===== config.mk =====
export PLATFORM = sky130hd
export DESIGN_NAME = twiddle_sequencer
export DESIGN_NICKNAME = d
export VERILOG_FILES = /design/src/rtl/fft_pkg.sv /design/src/rtl/twiddle_rom.sv /design/src/rtl/twiddle_sequencer.sv
export SDC_FILE = /design/constraint.sdc
export NUM_CORES = 1
export LEC_CHECK = 0
export BUFFER_PORTS_ARGS = -buffer_cell sky130_fd_sc_hd__buf_4
export CAP_MARGIN = 20
export CORE_AREA = 8 8 78 80
export CTS_CLUSTER_SIZE = 14
export DETAILED_ROUTE_END_ITERATION = 7
export DIE_AREA = 0 0 86 88
export HOLD_SLACK_MARGIN = 0.06
export PLACE_DENSITY = 0.75
export SLEW_MARGIN = 5
export SYNTH_ARGS = -nofsm -noshare
export SYNTH_HDL_FRONTEND = slang
export SYNTH_SLANG_ARGS = --single-unit

===== constraint.sdc =====
create_clock -name clk -period 5.25 [get_ports clk]
set_input_delay 0.2625 -clock clk [delete_from_list [all_inputs] [get_ports clk]]
set_output_delay 0.2625 -clock clk [all_outputs]
set_load 0.01 [all_outputs]

===== src/rtl/fft_pkg.sv =====
// Shared definitions for the 16-point radix-4 FFT datapath: IEEE-754 twiddle
// constants, sequencer state encoding and twiddle exponent helper.
package fft_pkg;

  localparam int N_POINTS = 16;
  localparam int RADIX    = 4;

  // Twiddle magnitudes: cos(pi*m/8) for m = 0..4
  localparam logic [31:0] FP_C0   = 32'h3F80_0000;
  localparam logic [31:0] FP_C1   = 32'h3F6C_835E;
  localparam logic [31:0] FP_C2   = 32'h3F35_04F3;
  localparam logic [31:0] FP_C3   = 32'h3EC3_EF15;
  localparam logic [31:0] FP_C4   = 32'h0000_0000;
  localparam logic [31:0] FP_ONE  = 32'h3F80_0000;
  localparam logic [31:0] FP_ZERO = 32'h0000_0000;

  typedef enum logic [1:0] {
    IDLE = 2'd0,
    RUN  = 2'd1,
    DONE = 2'd2
  } seq_state_t;

  // First-stage exponent e = (n*k) mod 16 with k = idx[3:2], n = idx[1:0]
  function automatic logic [3:0] twiddle_exp(input logic [3:0] idx);
    return {2'b00, idx[1:0]} * {2'b00, idx[3:2]};
  endfunction

endpackage


===== src/rtl/twiddle_rom.sv =====
// Combinational twiddle lookup: W16^e as IEEE-754 (re, im), optionally
// conjugated. Magnitudes come from a 5-entry table, signs from the octant.
module twiddle_rom
  import fft_pkg::*;
(
  input  logic [3:0]  e,
  input  logic        inverse,
  output logic [31:0] re,
  output logic [31:0] im
);

  logic [2:0]  oct;
  logic [2:0]  cos_sel;
  logic [2:0]  sin_sel;
  logic        cos_neg;
  logic        sin_neg;
  logic        im_neg;
  logic [31:0] cos_mag;
  logic [31:0] sin_mag;

  function automatic logic [31:0] mag(input logic [2:0] sel);
    case (sel)
      3'd0:    return FP_C0;
      3'd1:    return FP_C1;
      3'd2:    return FP_C2;
      3'd3:    return FP_C3;
      default: return FP_C4;
    endcase
  endfunction

  always_comb begin
    oct     = e[2:0];
    cos_sel = (oct > 3'd4) ? (3'd0 - oct) : oct;
    sin_sel = (oct > 3'd4) ? (oct - 3'd4) : (3'd4 - oct);
    cos_neg = (e >= 4'd5) && (e <= 4'd11);
    sin_neg = (e >= 4'd9);
    // forward emits -sin, inverse emits +sin
    im_neg  = sin_neg ^ ~inverse;
    cos_mag = mag(cos_sel);
    sin_mag = mag(sin_sel);
    // a zero magnitude never carries a sign bit
    re = {cos_neg && (cos_sel != 3'd4), cos_mag[30:0]};
    im = {im_neg  && (sin_sel != 3'd4), sin_mag[30:0]};
  end

endmodule


===== src/rtl/twiddle_sequencer.sv =====
// Streams 32 twiddle operands per 16-point frame (stage 0 then stage 1)
// to the complex multiplier over a valid/ready handshake.
//
// state | meaning
// IDLE  | waiting for start; busy low
// RUN   | presenting twiddles, advancing on each handshake
// DONE  | one cycle after the final handshake; frame_done high
module twiddle_sequencer
  import fft_pkg::*;
#(
  parameter int DATA_W     = 32,
  parameter int NUM_STAGES = 2
) (
  input  logic              clk,
  input  logic              rst,
  input  logic              start,
  input  logic              inverse,
  input  logic              out_ready,
  output logic              out_valid,
  output logic [DATA_W-1:0] tw_real,
  output logic [DATA_W-1:0] tw_im,
  output logic [3:0]        tw_index,
  output logic              tw_stage,
  output logic              busy,
  output logic              frame_done
);

  localparam logic LAST_STAGE = 1'(NUM_STAGES - 1);

  seq_state_t  state, state_nxt;
  logic [3:0]  idx_nxt;
  logic        stg_nxt;
  logic        inv_q, inv_nxt;
  logic        vld_nxt;
  logic        load;
  logic [3:0]  rom_e;
  logic [31:0] rom_re, rom_im;

  twiddle_rom u_rom (
    .e       (rom_e),
    .inverse (inv_nxt),
    .re      (rom_re),
    .im      (rom_im)
  );

  always_comb begin
    state_nxt = state;
    idx_nxt   = tw_index;
    stg_nxt   = tw_stage;
    inv_nxt   = inv_q;
    vld_nxt   = out_valid;
    load      = 1'b0;
    case (state)
      IDLE: begin
        if (start) begin
          state_nxt = RUN;
          inv_nxt   = inverse;
          idx_nxt   = 4'd0;
          stg_nxt   = 1'b0;
          vld_nxt   = 1'b1;
          load      = 1'b1;
        end
      end
      RUN: begin
        if (out_valid && out_ready) begin
          if (tw_index != 4'd15) begin
            idx_nxt = tw_index + 4'd1;
            load    = 1'b1;
          end else if (tw_stage != LAST_STAGE) begin
            stg_nxt = tw_stage + 1'b1;
            idx_nxt = 4'd0;
            load    = 1'b1;
          end else begin
            state_nxt = DONE;
            vld_nxt   = 1'b0;
          end
        end
      end
      DONE:    state_nxt = IDLE;
      default: state_nxt = IDLE;
    endcase
    rom_e = twiddle_exp(idx_nxt);
  end

  always_ff @(posedge clk or posedge rst) begin
    if (rst) begin
      state     <= IDLE;
      inv_q     <= 1'b0;
      out_valid <= 1'b0;
      tw_index  <= 4'd0;
      tw_stage  <= 1'b0;
      tw_real   <= '0;
      tw_im     <= '0;
    end else begin
      state     <= state_nxt;
      inv_q     <= inv_nxt;
      out_valid <= vld_nxt;
      tw_index  <= idx_nxt;
      tw_stage  <= stg_nxt;
      if (load) begin
        // later stages of a 16-point radix-4 frame need no rotation
        tw_real <= stg_nxt ? FP_ONE  : rom_re;
        tw_im   <= stg_nxt ? FP_ZERO : rom_im;
      end
    end
  end

  assign busy       = (state != IDLE);
  assign frame_done = (state == DONE);

endmodule

# Word level (Yosys, flattened, before mapping)
# Index checks and enable logic that the tools add are counted.
totals:
  ram_bits: 0
  input_bits: 5
  mem_count: 0
  rom_bits: 0
  output_inout_bits: 72
  regBits: 73
  wordCells: 78
  latchBits: 0
op_classes:
  shift: 0
  n_mul: 1
  eq_ne: 15
  magnitude_cmp: 4
  n_reduce_logical: 11
  addsub: 5
  div: 0
  mux: 33
  bitwise: 2
ops:
  columns: ["cell", "n"]
  rows:
  - ["$pmux W30 S4", 2]
  - ["$mux W32", 2]
  - ["$mux W4", 4]
  - ["$mux W1", 14]
  - ["$eq A3 B2 Y1 const B", 4]
  - ["$mux W2", 4]
  - ["$ne A2 B2 Y1 const B", 4]
  - ["$pmux W4 S2", 1]
  - ["$eq A3 B1 Y1 const B", 2]
  - ["$logic_not A3 Y1", 2]
  - ["$mux W3", 2]
  - ["$ne A3 B3 Y1 const B", 2]
  - ["$pmux W1 S2", 3]
  - ["$reduce_and A5 Y1", 1]
  - ["$add A4 B1 Y4 const B", 1]
  - ["$ge A4 B3 Y1 const B", 1]
  - ["$ge A4 B4 Y1 const B", 1]
  - ["$le A4 B4 Y1 const B", 1]
  - ["$logic_and A1 B1 Y1", 4]
  - ["$mul A2 B2 Y4", 1]
  - ["$ne A4 B4 Y1 const B", 1]
  - ["$pmux W2 S2", 1]
  - ["$reduce_and A4 Y1", 1]
  - ["$reduce_bool A2 Y1", 2]
  - ["other kinds (10)", 10]

# Depth between registers and ports, before layout
depth:
  depth_word: 10
  mapped_depth: 14
  ltp_nobuf: 14

# Hierarchy
# A second synthesis with hierarchy kept.
unflattened:
  cells_unflattened: 301
  area_unflattened_um2: 3569.7
modules_own_cells:
  columns: ["mod", "cells_each", "seq_area_each_um2", "n_inst", "area_each_um2"]
  rows:
  - ["twiddle_sequencer", 200, 1826.8, 1, 2845.2]
  - ["twiddle_rom", 101, 0.0, 1, 724.4]

# Least setup slack after synthesis
# No wires, ideal clock.
synth_path:
  path_kind: "register to register"
  startpoint: "register tw_index[0]"
  endpoint: "register tw_im[29]"
  period_less_slack_ns: 3.276
  path_stages_with_launch: 14
  setup_ns: 0.065
  required_time_ns: 5.185
  t_arrival_ns: 3.211
  path_slack_ns: 1.974
  n_path_buf: 0
  path_cell_list: "dfrtp_1 -> ha_1 -> and3_1 -> nor2_1 -> o2bb2ai_2 -> nor3_1 -> ha_1 -> inv_1 -> ha_1 -> nand2b_1 -> mux2i_1 -> inv_1 -> o41ai_4 -> a2111o_1"
synth_via:
  elab_chain_cells: 10
  word_cells_on_any_way: 24
  cone_classes: "3 x add/sub; 1 x mul; 1 x order compare; 4 x eq/ne; 14 x mux; 1 x reduce/logical"
synth_rtl:
  columns: ["item", "line_no", "source"]
  rows:
  - ["start, declared", "twiddle_sequencer.sv:22", "output logic [3:0] tw_index,"]
  - ["start signal, assigned", "twiddle_sequencer.sv:98", "tw_index <= idx_nxt;"]
  - ["$add A4 B1 Y4 (tied with other cells)", "twiddle_sequencer.sv:67", "idx_nxt = tw_index + 4'd1;"]
  - ["$mux W4", "twiddle_sequencer.sv:66", "if (tw_index != 4'd15) begin"]
  - ["$mux W4", "twiddle_sequencer.sv:65", "if (out_valid && out_ready) begin"]
  - ["$pmux W4 S2", "twiddle_sequencer.sv:53", "case (state)"]
  - ["$mul A2 B2 Y4", "fft_pkg.sv:25", "return {2'b00, idx[1:0]} * {2'b00, idx[3:2]};"]
  - ["$sub A3 B3 Y3 or $gt A3 B3 Y1 (tied branches)", "twiddle_rom.sv:34", "sin_sel = (oct > 3'd4) ? (oct - 3'd4) : (3'd4 - oct);"]
  - ["$mux W3", "twiddle_rom.sv:34", null]
  - ["$eq A3 B2 Y1 (tied with other cells)", "twiddle_rom.sv:22", "case (sel)"]
  - ["$pmux W30 S4", "twiddle_rom.sv:22", null]
  - ["$mux W32", "twiddle_sequencer.sv:103", "tw_im <= stg_nxt ? FP_ZERO : rom_im;"]
  - ["end signal, assigned", "twiddle_sequencer.sv:103", null]
  - ["end, declared", "twiddle_sequencer.sv:21", "output logic [DATA_W-1:0] tw_im,"]
# Parallel ways exist; a longest one is shown, timed or not.
# A chain may end at the register's enable or synchronous reset.

# Worst setup path in the final report
# Same ends and word-level chain as after synthesis.

==> flow_metrics.tcl <==
set metrics [dict create \
    cp.required_ns 5.47 \
    synth-seq-cells 28 \
    numPortBuffers 72 \
    synth_top_area_frac 0.374 \
    yosys-top-cells-area "dfrtp_1, buf_4, ha_1, nand2_1, inv_1" \
    drt_iter0_drc 75 \
    layout-drive-gt1-share 0.441 \
    power_per_cell_area_nw_per_um2 605 \
    die_area_um2 7570 \
    worstSetupStartpointType "flop" \
    synth_area_leader_cell "dfrtp_1" \
    clock-root-buffer "clkbuf_8" \
    post_drt_wl_per_cell_um 14.5 \
    cts_resized 0 \
    path_common_cell "ha_1" \
    slew_violations 0 \
    seq_area_um2 701 \
    crit_buf_inv 2 \
    status "complete, no violations" \
    remaining_drc_errors 0 \
    cts_buffers 3 \
    clkTransAtPathRegs_ns 0.09 \
    core-area_um2 4910 \
    io_pins 77 \
    multiInputGateArea_um2 779 \
    drv_cap 0 \
    syn_inst 188 \
    pre_cts_ws_ns 1.33 \
    ant_nets 0 \
    endpoint_kind "flop" \
    holdBufCountCts 0 \
    period_minus_slack_ns 3.95 \
    slowest_delay_ns 0.67 \
    antenna_found_initial 0 \
    final_common_cell "buf_4" \
    cp_cell_sequence "ha_1 > nand4_1 > a21oi_2 > a32oi_1 > nor2_1 > ha_1 > inv_1 > ha_1 > nand2b_1 > mux2i_1 > inv_1 > o41ai_4 > a2111o_1" \
    insertion_delay_ns 0.27 \
    htree_levels 1 \
    path_class "reg2reg" \
    die_w_um 86 \
    max_freq_mhz 253 \
    fillCellCount 469 \
    path_delay_family "compound AO/OA/AOI/OAI gates" \
    setup-violations-final 0 \
    synth_flop_cell "dfrtp_1" \
    peakVddDrop_mv 0.219 \
    grt_pass1_wl_um 6620 \
    grtUsageTotal 0.108 \
    synth_area_um2 1880 \
    fin_ws_ns 1.30 \
    synth_edf_count 0 \
    timing.hold.ws_ns 0.0360 \
    setup-tns-final_ns 0 \
    rsz0062_at_grt "false" \
    nets 234 \
    viasPerCell 4.68 \
    slew-limit-headroom 0.508 \
    syn_avg_cell_area_um2 9.98 \
    place_congestion 0.857 \
    cts_tree "yes" \
    ys.warnings.count 0 \
    die-height_um 88 \
    final_cell_mix "buf_4, dfrtp_1, nand2_1, inv_1, nor2_1" \
    grt_pass1_vias 1340 \
    hold_viol 0 \
    async_flop_share 1.00 \
    fin_crit_sh 0.751 \
    clk_path_buf_depth 2 \
    row_count 26 \
    grt_max_degree 29 \
    seq_area_frac_synth 0.374 \
    total_leakage_power_nw 1.19 \
    wirelength_um 4200 \
    max_slew.worst_pin.slew_ns 0.738 \
    firstDrtPassIters 4 \
    overflow 0 \
    cts_sinks 28 \
    vias 1358 \
    crit_fanout 18 \
    hpwl_um 3360 \
    synth_cell_type_count 50 \
    initial_core_util 0.382 \
    hold_class "in2async" \
    cp_slowest_cell "a21oi_2" \
    n_antenna_cell 0 \
    skew_ns 0.00182 \
    cp.arrival_ns 4.16 \
    cts_setup_buffers 0 \
    syn2layout_area_growth_pct 19.2 \
]
routing by layer:
metal,vias up,global-route usage,share of wire
li1,669,-,-
met1,633,0.114,0.39
met2,52,0.185,0.48
met3,4,0.0591,0.12
met4,0,0.0239,0.0064
met5,-,0,0
final cells by class:
| class | count | share of cell area |
|---|---|---|
| inverters | 11 | 0.0185 |
| clock inverters | 1 | 0.0134 |
| multi-input cells | 104 | 0.349 |
| repair buffers | 73 | 0.248 |
| well taps | 70 | 0.0392 |
| clock buffers | 3 | 0.0185 |
| flip-flops and latches | 28 | 0.313 |
cells in the mapped netlist (2+ instances only):
| cell | instances |
|---|---|
| a21o_1 | 2 |
| a21o_2 | 2 |
| a21oi_1 | 5 |
| a22o_1 | 2 |
| and3_1 | 2 |
| buf_4 | 45 |
| buf_6 | 2 |
| dfrtp_1 | 28 |
| ha_1 | 8 |
| inv_1 | 11 |
| nand2_1 | 18 |
| nand3_1 | 2 |
| nand3_4 | 2 |
| nand4_1 | 2 |
| nor2_1 | 9 |
| nor3_1 | 6 |
| o21ai_0 | 7 |
| o31ai_1 | 2 |
| o32a_2 | 2 |
path summary, 6_finish.rpt:
check	start	endpoint	slack [ns]	depth (start not counted)
max in group asynchronous	rst	tw_index[2]	4.73	3
max reg2reg	tw_index[0]	tw_im[29]	1.30	13
min reg2reg	inv_q	inv_q	0.51	2
min in group clk	inverse	inv_q	0.22	3
max	tw_index[0]	tw_im[29]	1.30	13
min	rst	tw_real[31]	0.04	2
through the flow:
stage	power, W	cells	util	instance area (um2)
after floorplan	0.000973	191	-	1890
after global placement	0.00118	285	0.438	2150
after detailed placement	0.00120	285	0.438	2150
after CTS	0.00137	289	0.452	2220
after global routing	0.00146	290	0.455	2240
final	0.00135	290	0.455	2240
sequential cells by signal, indices dropped and copies added, names as in the netlist:
register,cells
tw_im,10
tw_real,9
out_valid,1
inv_q,1
tw_stage,1
state,2
tw_index,4
logic make-up (layout without fill, tap and decap cells):
family	after synthesis	count (layout)	share of synthesized area
flops	28	28	0.374
simple gates	52	52	0.166
fa+ha+maj	8	8	0.0534
buf+inv	59	88	0.217
compound gates	38	38	0.178
other cells	1	4	0.00200
xor+xnor	1	1	0.00467
mux	1	1	0.00534
where the power goes:
group / switching (W) / leakage, nW / internal [W] / total [W]
clock network: 0.0000646 / 0.0357 / 0.000102 / 0.000167
registers: 0.0000908 / 0.353 / 0.000292 / 0.000383
logic: 0.000417 / 0.805 / 0.000386 / 0.000803
total: 0.000572 / 1.19 / 0.000780 / 0.00135
Power figures use the tool's default switching activity.
